`config.mk`:
```
export PLATFORM = sky130hd
export DESIGN_NAME = mem_port_sequencer_flat
export DESIGN_NICKNAME = d
export VERILOG_FILES = /design/src/rtl/mem_port_sequencer_if.sv /design/src/rtl/mem_port_sequencer.sv /design/src/flat_wrapper.sv
export SDC_FILE = /design/constraint.sdc
export NUM_CORES = 1
export LEC_CHECK = 0
export BUFFER_PORTS_ARGS = -buffer_cell sky130_fd_sc_hd__buf_2
export CAP_MARGIN = 10
export CORE_MARGIN = 10
export CORE_UTILIZATION = 52
export CTS_CLUSTER_SIZE = 10
export DETAILED_ROUTE_END_ITERATION = 12
export PLACE_DENSITY_LB_ADDON = 0.12
export SLEW_MARGIN = 20
export SYNTH_ARGS = -nofsm -noshare
export SYNTH_HDL_FRONTEND = slang
export SYNTH_SLANG_ARGS = --single-unit
```
`constraint.sdc`:
```
create_clock -name clk -period 3.2 [get_ports clk]
set_clock_uncertainty 0.15 [all_clocks]
set_input_delay 0.32 -clock clk [delete_from_list [all_inputs] [get_ports clk]]
set_output_delay 0.32 -clock clk [all_outputs]
set_load 0.05 [all_outputs]
```
`src/rtl/mem_port_sequencer_if.sv`:
```
// Request/response and RAM-side bus of mem_port_sequencer.
// slave = sequencer view, master = requester/RAM view.
interface mem_port_sequencer_if;
    logic        if_req;
    logic [31:0] if_addr;
    logic [31:0] if_rdata;
    logic        if_done;
    logic        dm_req;
    logic        dm_rw;
    logic [1:0]  dm_size;
    logic [31:0] dm_addr;
    logic [31:0] dm_wdata;
    logic [31:0] dm_rdata;
    logic        dm_done;
    logic        dm_err;
    logic        busy;
    logic [7:0]  mem_addr;
    logic [7:0]  mem_wdata;
    logic        mem_we;
    logic [7:0]  mem_rdata;

    modport slave (
        input  if_req, if_addr, dm_req, dm_rw, dm_size, dm_addr, dm_wdata, mem_rdata,
        output if_rdata, if_done, dm_rdata, dm_done, dm_err, busy, mem_addr, mem_wdata, mem_we
    );

    modport master (
        output if_req, if_addr, dm_req, dm_rw, dm_size, dm_addr, dm_wdata, mem_rdata,
        input  if_rdata, if_done, dm_rdata, dm_done, dm_err, busy, mem_addr, mem_wdata, mem_we
    );
endinterface

```
`src/rtl/mem_port_sequencer.sv`:
```
// Shares one byte-wide 256-byte RAM between IF and data ports, one big-endian
// multi-beat request at a time. ARB_FAIR_EN selects round-robin arbitration.
module mem_port_sequencer (
    input  logic                 clk,
    input  logic                 reset_n,
    mem_port_sequencer_if.slave  bus
);
    typedef enum logic [1:0] {IDLE, BEAT, DONE} state_t;

    state_t      state_q, state_d;
    logic        own_if_q, own_if_d;
    logic        rw_q, rw_d;
    logic        err_q, err_d;
    logic [7:0]  base_q, base_d;
    logic [1:0]  last_q, last_d;
    logic [1:0]  beat_q, beat_d;
    logic [31:0] wsh_q, wsh_d;
    logic [31:0] rbuf_q, rbuf_d;
    logic        grant_any, grant_if;

    logic unused_addr_bits;
    assign unused_addr_bits = ^{bus.if_addr[31:8], bus.if_addr[1:0], bus.dm_addr[31:8]};

    assign grant_any = bus.if_req | bus.dm_req;

`ifdef ARB_FAIR_EN
    // Last owner: 0 = data, 1 = IF. Under contention the other side wins.
    logic ptr_q, ptr_d;
    assign grant_if = bus.if_req & (~bus.dm_req | ~ptr_q);
    always_comb begin
        ptr_d = ptr_q;
        if (state_q == IDLE && grant_any) ptr_d = grant_if;
    end
    always_ff @(posedge clk or negedge reset_n) begin
        if (!reset_n) ptr_q <= 1'b0;
        else          ptr_q <= ptr_d;
    end
`else
    assign grant_if = bus.if_req & ~bus.dm_req;
`endif

    always_ff @(posedge clk or negedge reset_n) begin
        if (!reset_n) begin
            state_q  <= IDLE;
            own_if_q <= 1'b0;
            rw_q     <= 1'b0;
            err_q    <= 1'b0;
            base_q   <= '0;
            last_q   <= '0;
            beat_q   <= '0;
            wsh_q    <= '0;
            rbuf_q   <= '0;
        end else begin
            state_q  <= state_d;
            own_if_q <= own_if_d;
            rw_q     <= rw_d;
            err_q    <= err_d;
            base_q   <= base_d;
            last_q   <= last_d;
            beat_q   <= beat_d;
            wsh_q    <= wsh_d;
            rbuf_q   <= rbuf_d;
        end
    end

    always_comb begin
        state_d      = state_q;
        own_if_d     = own_if_q;
        rw_d         = rw_q;
        err_d        = err_q;
        base_d       = base_q;
        last_d       = last_q;
        beat_d       = beat_q;
        wsh_d        = wsh_q;
        rbuf_d       = rbuf_q;
        bus.if_rdata = '0;
        bus.if_done  = 1'b0;
        bus.dm_rdata = '0;
        bus.dm_done  = 1'b0;
        bus.dm_err   = 1'b0;
        bus.mem_addr = '0;
        bus.mem_wdata = '0;
        bus.mem_we   = 1'b0;
        bus.busy     = (state_q != IDLE);

        case (state_q)
            IDLE: begin
                if (grant_any) begin
                    own_if_d = grant_if;
                    beat_d   = '0;
                    rbuf_d   = '0;
                    if (grant_if) begin
                        base_d = {bus.if_addr[7:2], 2'b00};
                        rw_d   = 1'b0;
                        err_d  = 1'b0;
                        last_d = 2'd3;
                        wsh_d  = '0;
                    end else begin
                        base_d = bus.dm_addr[7:0];
                        rw_d   = bus.dm_rw;
                        err_d  = (bus.dm_size == 2'b11);
                        // Write data is left-justified so each beat takes the top byte.
                        case (bus.dm_size)
                            2'b00: begin last_d = 2'd0; wsh_d = {bus.dm_wdata[7:0], 24'h0}; end
                            2'b01: begin last_d = 2'd1; wsh_d = {bus.dm_wdata[15:0], 16'h0}; end
                            2'b10: begin last_d = 2'd3; wsh_d = bus.dm_wdata; end
                            default: begin last_d = 2'd0; wsh_d = '0; end
                        endcase
                    end
                    state_d = (!grant_if && bus.dm_size == 2'b11) ? DONE : BEAT;
                end
            end
            BEAT: begin
                bus.mem_addr = base_q + {6'b0, beat_q};
                if (rw_q) begin
                    bus.mem_we    = 1'b1;
                    bus.mem_wdata = wsh_q[31:24];
                    wsh_d         = {wsh_q[23:0], 8'h0};
                end else begin
                    // Shift-in leaves the first byte most significant, right-justified.
                    rbuf_d = {rbuf_q[23:0], bus.mem_rdata};
                end
                if (beat_q == last_q) state_d = DONE;
                else                  beat_d  = beat_q + 2'd1;
            end
            DONE: begin
                if (own_if_q) begin
                    bus.if_done  = 1'b1;
                    bus.if_rdata = rbuf_q;
                end else begin
                    bus.dm_done  = 1'b1;
                    bus.dm_err   = err_q;
                    bus.dm_rdata = rw_q ? 32'h0 : rbuf_q;
                end
                state_d = IDLE;
            end
            default: state_d = IDLE;
        endcase
    end
endmodule
```
`src/flat_wrapper.sv`:
```
// flat-port wrapper written by rule: the top's interface ports become plain ports
module mem_port_sequencer_flat 
  (clk, reset_n, bus_if_req, bus_if_addr, bus_dm_req, bus_dm_rw, bus_dm_size, bus_dm_addr, bus_dm_wdata, bus_mem_rdata, bus_if_rdata, bus_if_done, bus_dm_rdata, bus_dm_done, bus_dm_err, bus_busy, bus_mem_addr, bus_mem_wdata, bus_mem_we);
  mem_port_sequencer_if bus_i ();
  input  logic clk;
  input  logic reset_n;
  input wire logic [$bits(bus_i.if_req)-1:0] bus_if_req;
  input wire logic [$bits(bus_i.if_addr)-1:0] bus_if_addr;
  input wire logic [$bits(bus_i.dm_req)-1:0] bus_dm_req;
  input wire logic [$bits(bus_i.dm_rw)-1:0] bus_dm_rw;
  input wire logic [$bits(bus_i.dm_size)-1:0] bus_dm_size;
  input wire logic [$bits(bus_i.dm_addr)-1:0] bus_dm_addr;
  input wire logic [$bits(bus_i.dm_wdata)-1:0] bus_dm_wdata;
  input wire logic [$bits(bus_i.mem_rdata)-1:0] bus_mem_rdata;
  output wire logic [$bits(bus_i.if_rdata)-1:0] bus_if_rdata;
  output wire logic [$bits(bus_i.if_done)-1:0] bus_if_done;
  output wire logic [$bits(bus_i.dm_rdata)-1:0] bus_dm_rdata;
  output wire logic [$bits(bus_i.dm_done)-1:0] bus_dm_done;
  output wire logic [$bits(bus_i.dm_err)-1:0] bus_dm_err;
  output wire logic [$bits(bus_i.busy)-1:0] bus_busy;
  output wire logic [$bits(bus_i.mem_addr)-1:0] bus_mem_addr;
  output wire logic [$bits(bus_i.mem_wdata)-1:0] bus_mem_wdata;
  output wire logic [$bits(bus_i.mem_we)-1:0] bus_mem_we;
  assign bus_i.if_req = bus_if_req;
  assign bus_i.if_addr = bus_if_addr;
  assign bus_i.dm_req = bus_dm_req;
  assign bus_i.dm_rw = bus_dm_rw;
  assign bus_i.dm_size = bus_dm_size;
  assign bus_i.dm_addr = bus_dm_addr;
  assign bus_i.dm_wdata = bus_dm_wdata;
  assign bus_i.mem_rdata = bus_mem_rdata;
  assign bus_if_rdata = bus_i.if_rdata;
  assign bus_if_done = bus_i.if_done;
  assign bus_dm_rdata = bus_i.dm_rdata;
  assign bus_dm_done = bus_i.dm_done;
  assign bus_dm_err = bus_i.dm_err;
  assign bus_busy = bus_i.busy;
  assign bus_mem_addr = bus_i.mem_addr;
  assign bus_mem_wdata = bus_i.mem_wdata;
  assign bus_mem_we = bus_i.mem_we;
  mem_port_sequencer u_core (.clk(clk), .reset_n(reset_n), .bus(bus_i));
endmodule
```
==> out/qor.csv <==
stage;metric;value;unit
clock_network;Setup Buffers After CTS;0;
grt;initial antenna violation count;0;
sta;Final Slew Violations;0;
grt;number of global-route vias before repair;3926;
pwr;Peak VDD IR;0.000675;V
sta;RSZ-0062 raised after global routing;false;
clock_network;Clock Sink Count;81;
clock_network;CTS max path bufs;2;
clock_network;CTS tree;built;
floorplan;Ports;196;
pwr;Sw Ratio;44.4;%
detailed_routing;DR vias;4011;
setup_path;arrival time at the worst endpoint;2.30;ns
logic_synthesis;Synth async-reset ratio;100;%
sta;Final Hold Fails;0;
logic_synthesis;Yosys cell types;45;
setup_path;critical path class;register to primary output;
floorplan;die area;0.0128;mm²
grt;aggregate global-route resource usage;19.8;%
clock_network;CTS resizes;0;
grt;first-pass GRT wire length;21100;µm
setup_path;crit-path max FO;33;
finish;most frequent cells in the layout;144 x buf_2, 81 x dfrtp_1, 70 x and2_1;
pwr;clock power share;17.6;%
clock_network;Clock transition at path regs;0.08;ns
finish;fillers;672;
setup_path;Slowest cell on crit path;and3b_1;
sta;Tcrit/Tclk final;86.5;%
setup_path;CP Capture Type;primary output;
sta;Slew HR;35.7;%
setup_path;CP Buf/Inv Count;1;
logic_synthesis;Post-synth EDFFs;0;
setup_path;max incr delay on CP;0.79;ns
logic_synthesis;ys flop type;dfrtp_1;
sta;post-layout min period;2.77;ns
pwr;cell internal pwr;2950;µW
logic_synthesis;syn_area_per_cell;10.8;µm²
floorplan;die span in x;113;µm
clock_network;worst-skew pair later-pin latency;0.35;ns
detailed_routing;DR pass1 iterations;7;
detailed_routing;drt initial violations;316;
sta;FMAX;361;MHz
setup_path;required time of the critical path;2.73;ns
logic_synthesis;synthesized flop and latch total;81;
logic_synthesis;area leader, netlist;dfrtp_1;
outcome;outcome;completed;
finish;most common cell after layout, fill and taps aside;buf_2;
clock_network;TritonCTS buffer count;9;
floorplan;Rows;33;
finish;fraction of layout cells with a size suffix above 1;34.7;%
pwr;sw power;2350;µW
place;HPWL after DPL;9390;µm
sta;Setup violations, final;0;
grt;global route total overflow;0;
pwr;Flop pwr share;36.3;%
sta;setup TNS;0;ns
clock_network;hold buffers post-CTS;0;
place;port bufs;145;
finish;Layout Area Growth over Synthesis;22.1;%
sta;final hold slack;0.0411;ns
pwr;P_leak;0.00275;µW
flow_run;max-cap violations;0;
logic_synthesis;Syn Inst Count;417;
setup_path;crit-path cells;and3b_1 > and2_1 > buf_2;
logic_synthesis;Synth top area share;44.9;%
detailed_routing;Antenna Nets Post-Route;0;
logic_synthesis;top cells by area, synth;dfrtp_1 45%, and2_1 9.7%, a22o_1 8.3%;
worst_hold_path;HP Class;primary input to register;
logic_synthesis;Mapped Area;0.00452;mm²
pwr;P per Cell Area;961;mW/mm²
detailed_routing;final WL;13200;µm
detailed_routing;routed vias/inst;6.14;
floorplan;initial core utilization;54.1;%
finish;Antenna Cells;0;
pwr;Logic pwr share;46.2;%
floorplan;Die H;113;µm
detailed_routing;# DRC;0;
setup_path;Critical Path Source Type;register;
logic_synthesis;register area share after synthesis;44.9;%
sta;Worst-Margin Slew;0.962;ns
grt;largest net degree at the start of global routing;82;
clock_network;htree depth;3;
setup_path;CP delay by family, top;simple AND/OR/NAND/NOR gates;
clock_network;clock root buffer;clkbuf_8;
detailed_routing;wire length per cell;20.2;µm
logic_synthesis;Yosys warnings;0;
logic_synthesis;synthesized net count;536;
finish;Nets;662;
floorplan;area of the core;0.00834;mm²
place;gpl congestion;0.907;
## layer usage
layer	GRT usage, %	wire [µm]	vias to the layer above
met2	30.6	6260	177
met1	26.4	5550	1956
met3	5.81	1150	22
met5	0	0	-
li1	-	-	1856
met4	5.25	246	0
## power groups by stage
stage / registers (µW) / clock network [µW] / logic [µW]
CTS: 1910 / 943 / 2450
global placement: 1910 / 0 / 2380
global route: 1990 / 994 / 2660
detailed placement: 1930 / 0 / 2440
finish: 1920 / 931 / 2450
floorplan: 1740 / 0 / 2010
## worst reg2reg max path, cell delays in order (launching register included)
cell,delay [ns]
dfrtp_1,0.59
nor3_4,0.88
a211o_1,0.19
buf_4,0.32
a22o_1,0.20
## stage by stage
stage	setup slack, ns	power (µW)	cells	util, %	cell area, µm²
after floorplan	0.623	3750	417	-	4520
after global placement	0.875	4290	636	62.9	5250
after detailed placement	0.789	4370	636	62.9	5250
after CTS	0.354	5310	652	65.9	5500
after global routing	0.179	5640	653	66.1	5510
final	0.432	5300	653	66.1	5510
## final timing paths
kind | startpoint | to | slack, ns | cells past startpoint
max | u_core.state_q[1] | bus_if_rdata[2] | 0.43 | 3
min | bus_mem_rdata[3] | u_core.rbuf_q[3] | 0.04 | 2
max reg2reg | u_core.state_q[0] | u_core.rbuf_q[7] | 0.83 | 4
min reg2reg | u_core.err_q | u_core.err_q | 0.35 | 1
max in group asynchronous | reset_n | u_core.beat_q[0] | 1.98 | 2
min in group asynchronous | reset_n | u_core.rbuf_q[26] | 0.43 | 2
## flip-flops by register name, summed over array words and instances (netlist names)
signal,cells
u_core.base_q,8
u_core.rw_q,1
u_core.err_q,1
u_core.own_if_q,1
u_core.beat_q,2
u_core.rbuf_q,32
u_core.last_q,2
u_core.state_q,2
u_core.wsh_q,32
## final cells by class
class | count | area, µm² | area share, %
Multi-Input combinational cell | 291 | 2270 | 41.2
Sequential cell | 81 | 2030 | 36.8
Timing Repair Buffer | 156 | 817 | 14.8
Clock buffer | 10 | 138 | 2.50
Tap cell | 105 | 131 | 2.38
Clock inverter | 6 | 114 | 2.07
Inverter | 4 | 15.0 | 0.272
## synthesized netlist by cell type, drive strengths merged (8+ instances only)
cell,number
and3,9
a22o,43
and2,70
a22oi,9
buf,22
mux2,10
dfrtp,81
nand4b,8
clkbuf,19
or4,18
a2bb2oi,24
nor2,8
a222oi,8
a2111oi,24
## cells by family (layout without fill, tap and decap cells)
group	Yosys count	count (layout)	share of synthesized area [%]
xor+xnor	4	4	0.776
simple gates	138	138	20.3
mux	13	13	3.16
compound gates	128	128	23.7
fa+ha+maj	8	8	2.38
buf+inv	45	176	4.82
flops	81	81	44.9
Power figures use the tool's default switching activity.
